### config.mk
export PLATFORM = sky130hd
export DESIGN_NAME = txd_scheduler
export DESIGN_NICKNAME = d
export VERILOG_FILES = /design/src/rtl/txd_scheduler.sv
export SDC_FILE = /design/constraint.sdc
export NUM_CORES = 1
export LEC_CHECK = 0
export CORE_MARGIN = 2
export CORE_UTILIZATION = 45
export CTS_CLUSTER_SIZE = 28
export DETAILED_ROUTE_END_ITERATION = 7
export MAX_ROUTING_LAYER = met4
export PLACE_DENSITY = 0.85
export SYNTH_ARGS = -nofsm -noshare
export SYNTH_HDL_FRONTEND = slang
export SYNTH_SLANG_ARGS = --single-unit
### constraint.sdc
create_clock -name clk -period 5 [get_ports clk]
set_input_delay 1.5 -clock clk [delete_from_list [all_inputs] [get_ports clk]]
set_output_delay 1.5 -clock clk [all_outputs]
set_load 0.02 [all_outputs]
### src/rtl/txd_scheduler.sv
// Merges command-reply bytes and sample readout words onto one UART byte stream.
// Samples leave LSB byte first. Bytes whose keep bit is clear are skipped. A started reply or readout is never interleaved.
module txd_scheduler #(
  parameter int MDW = 32,
  parameter int CW  = 24,
  localparam int KW = MDW / 8
) (
  input  logic           clk,
  input  logic           rst,
  input  logic           soft_reset,
  input  logic           rep_tvalid,
  input  logic [7:0]     rep_tdata,
  input  logic           rep_tlast,
  output logic           rep_tready,
  input  logic           mem_tvalid,
  input  logic [MDW-1:0] mem_tdata,
  input  logic [KW-1:0]  mem_tkeep,
  input  logic           mem_tlast,
  output logic           mem_tready,
  output logic           str_txd_tvalid,
  output logic [7:0]     str_txd_tdata,
  input  logic           str_txd_tready,
  output logic           busy,
  output logic [CW-1:0]  mem_bytes
);

  typedef enum logic [1:0] {S_IDLE, S_REP, S_MEM} state_t;

  state_t         state_q, state_d;
  logic [7:0]     obuf_q, obuf_d;
  logic           ovld_q, ovld_d;
  logic [MDW-1:0] wbuf_q, wbuf_d;
  logic [KW-1:0]  kbuf_q, kbuf_d;
  logic           last_ld_q, last_ld_d;
  logic [CW-1:0]  mb_q, mb_d;

  logic           free;
  logic           sel_found;
  logic [7:0]     sel_byte;
  logic [KW-1:0]  sel_mask;

  assign free = !ovld_q || str_txd_tready;

  // Lowest enabled byte still waiting in the word buffer.
  always_comb begin
    sel_found = 1'b0;
    sel_byte  = '0;
    sel_mask  = '0;
    for (int i = 0; i < KW; i++) begin
      if (kbuf_q[i] && !sel_found) begin
        sel_found   = 1'b1;
        sel_byte    = wbuf_q[8*i +: 8];
        sel_mask[i] = 1'b1;
      end
    end
  end

  always_comb begin
    state_d    = state_q;
    obuf_d     = obuf_q;
    ovld_d     = ovld_q;
    wbuf_d     = wbuf_q;
    kbuf_d     = kbuf_q;
    last_ld_d  = last_ld_q;
    mb_d       = mb_q;
    rep_tready = 1'b0;
    mem_tready = 1'b0;

    if (str_txd_tready) begin
      ovld_d = 1'b0;
    end

    case (state_q)
      S_IDLE: begin
        if (rep_tvalid) begin
          state_d = S_REP;
        end else if (mem_tvalid) begin
          state_d = S_MEM;
        end
      end
      S_REP: begin
        rep_tready = free;
        if (rep_tvalid && free) begin
          obuf_d = rep_tdata;
          ovld_d = 1'b1;
          if (rep_tlast) begin
            state_d = S_IDLE;
          end
        end
      end
      S_MEM: begin
        // A new word is only taken once the previous one is fully drained.
        mem_tready = (kbuf_q == '0) && !last_ld_q;
        if (mem_tvalid && mem_tready) begin
          wbuf_d    = mem_tdata;
          kbuf_d    = mem_tkeep;
          last_ld_d = mem_tlast;
        end else if (sel_found && free) begin
          obuf_d = sel_byte;
          ovld_d = 1'b1;
          kbuf_d = kbuf_q & ~sel_mask;
          mb_d   = mb_q + CW'(1);
        end else if ((kbuf_q == '0) && last_ld_q) begin
          last_ld_d = 1'b0;
          state_d   = S_IDLE;
        end
      end
      default: begin
        state_d = S_IDLE;
      end
    endcase

    if (soft_reset) begin
      state_d    = S_IDLE;
      obuf_d     = '0;
      ovld_d     = 1'b0;
      wbuf_d     = '0;
      kbuf_d     = '0;
      last_ld_d  = 1'b0;
      mb_d       = '0;
      rep_tready = 1'b0;
      mem_tready = 1'b0;
    end
  end

  always_ff @(posedge clk or posedge rst) begin
    if (rst) begin
      state_q   <= S_IDLE;
      obuf_q    <= '0;
      ovld_q    <= 1'b0;
      wbuf_q    <= '0;
      kbuf_q    <= '0;
      last_ld_q <= 1'b0;
      mb_q      <= '0;
    end else begin
      state_q   <= state_d;
      obuf_q    <= obuf_d;
      ovld_q    <= ovld_d;
      wbuf_q    <= wbuf_d;
      kbuf_q    <= kbuf_d;
      last_ld_q <= last_ld_d;
      mb_q      <= mb_d;
    end
  end

  assign str_txd_tvalid = ovld_q;
  assign str_txd_tdata  = obuf_q;
  assign busy           = (state_q != S_IDLE) || ovld_q;
  assign mem_bytes      = mb_q;

endmodule
==> out/results.tsv <==
metric	value	unit
path_clk_slew	90	ps
syn_inst	338	
critPathArrivalTime	2840	ps
path_max_fanout	5	
hold_path_class	reg -> reg	
cts_root_buffer	clkbuf_8	
setup_ws	657	ps
layout.cells.non_filler	524	
end_kind	output pin	
clock-skew-final	12.0	ps
ys_types	47	
path_class	in -> out	
p_leak	1.91	nW
area_growth	30.3	%
drcViolationCount	0	
slowest_delay	550	ps
synth_fp_nets	394	
crit_top_cell	clkdlybuf4s50_1	
core	0.00781	mm^2
worst_setup_path_start_kind	input pin	
h-tree-depth	3	
post_cts_buffers	0	
postLayoutCoreUtil	0.608	
vias	3191	
cp.required	3500	ps
cts_resized	0	
status	finished, final reports clean	
ant_nets	0	
path_cells	clkdlybuf4s50_1, nor2b_1, nor3_1, clkdlybuf4s50_1	
first_global_vias	3050	
cp_slowest_cell	clkdlybuf4s50_1	
max_freq	0.230	GHz
synthFlopType	dfrtp_1	
nets	473	
wire_per_inst	16.9	um
critPathTopFamily	buffers and inverters	
place_ws	652	ps
hpwl	6290	um
dp.cells	508	
row_count	32	
ir_drop	0.168	mV
p_per_area	255	mW/mm^2
synth.area.top_cells	dfrtp_1, a22o_1, a21oi_1	
ys_ff_latch	72	
fp.dieH	94.0	um
antenna_found_initial	0	
firstDrtPassIters	4	
maxCapViolCount	0	
die_area	0.00884	mm^2
avgViaCountPerCell	6.09	
place.gp.congestion	0.918	
rsz0062_at_grt	no	
grtUsageTotal	0.219	
synth_edf_count	0	
wl	8840	um
total_power	0.00121	W
cts_hold_buf	0	
worstMarginPinSlew	892	ps
cts_buffers	9	
max-slew-margin-rel	0.406	
portBuffers	87	
finalMaxSlewViolations	0	
synth_area	0.00365	mm^2
cts_tree	yes	
yosysWarnings	0	
setup_violations	0	
synth_top_cell_area_share	0.494	
grt_pass1_wl	14900	um
finalCriticalPeriod	4340	ps
num_antenna_cells	0	
io_pins	88	
initial_core_util	0.467	
hold_viol_final	0	
async_flop_share	1.00	
syn_area_per_cell	10.8	um^2
clock_latency	350	ps
fin_crit_sh	0.869	
crit_buf_inv	2	
cts.path.max_buffers	2	
clock-sinks	72	
setup_tns	0	ps
yosys.area.top_type	dfrtp_1	
grt_max_degree	73	
grt_overflow_total	0	
drt_iter0_markers	283	
drive_above_1_share	0.0853	
die_w	94.0	um
synth_seq_area_share	0.494	
[flip-flops by register name, summed over array words and instances (netlist names)]
signal,flops
last_ld_q,1
str_txd_tdata,8
str_txd_tvalid,1
wbuf_q,32
mem_bytes,24
kbuf_q,4
state_q,2
[where the power goes]
part / switching (W) / total (W) / internal [W] / leakage (nW)
Combinational: 0.0000856 / 0.000165 / 0.0000793 / 0.820
Sequential: 0.0000114 / 0.000607 / 0.000596 / 1.00
Clock: 0.000248 / 0.000439 / 0.000191 / 0.0903
[metrics by stage]
step | hold WS (ps) | cell area [um^2]
floorplan | 465 | 3650
global placement | 482 | 4560
detailed placement | 487 | 4560
CTS | 510 | 4750
global route | 529 | 4750
finish | 509 | 4750
[cell usage after synthesis, types with 5 or more instances]
library cell  instances
nand2_1              18
o31ai_1              16
dfrtp_1              72
nor2b_1               8
nand3_1               8
and4_1                5
a32o_1                7
or4_1                14
inv_1                 9
or3_1                 5
nor2_1               12
a31oi_1               6
o21ai_0               5
a222oi_1              5
a22o_1               37
buf_2                 6
a21oi_1              26
nand4_1              11
clkbuf_1             13
[cells in the final DEF, fill, tap and decap left out, drive strengths merged, types with 8 or more instances in the layout]
master and n:
nand4 11, a22o 37, inv 13, nor2 12, dfrtp 72, o31ai 16
nor2b 8, nand2 18, clkdlybuf4s50 87, a21oi 26, clkbuf 9, or4 15
nand3 8
[layer usage]
metal | GRT usage | part of all wire | up-vias
li1 | - | - | 1483
met1 | 0.292 | 0.44 | 1577
met2 | 0.342 | 0.49 | 125
met3 | 0.0522 | 0.069 | 6
met4 | 0.0507 | 0.0055 | 0
met5 | - | 0 | -
[layout make-up]
cell class              instances  area [um^2]
clock buffers                   9          124
clock inverters                 7         63.8
flip-flops and latches         72         1800
inverters                       9         33.8
well taps                     102          128
repair buffers                 92          908
fillers                       661         3060
multi-input cells             233         1690
[cells by family after synthesis]
kind of cell | count (synthesis) | synth area share
multiplexers | 5 | 0.0165
XOR/XNOR | 2 | 0.00481
AND/OR/NAND/NOR | 107 | 0.182
AO/OA/AOI/OAI | 115 | 0.243
buffers and inverters | 33 | 0.0453
adder cells (fa/ha/maj) | 4 | 0.0137
flip-flops | 72 | 0.494
[final timing paths]
path,start,end,slack [ps],cells after the start
setup / recovery,str_txd_tready,rep_tready,660,4
hold / removal,wbuf_q[30],wbuf_q[30],510,1
setup reg to reg,kbuf_q[0],mem_bytes[7],2540,4
hold reg to reg,wbuf_q[30],wbuf_q[30],510,1
max in group asynchronous,rst,mem_bytes[14],2690,3
min in group asynchronous,rst,kbuf_q[0],1730,3
No activity file was read; power rests on OpenSTA's default activity.
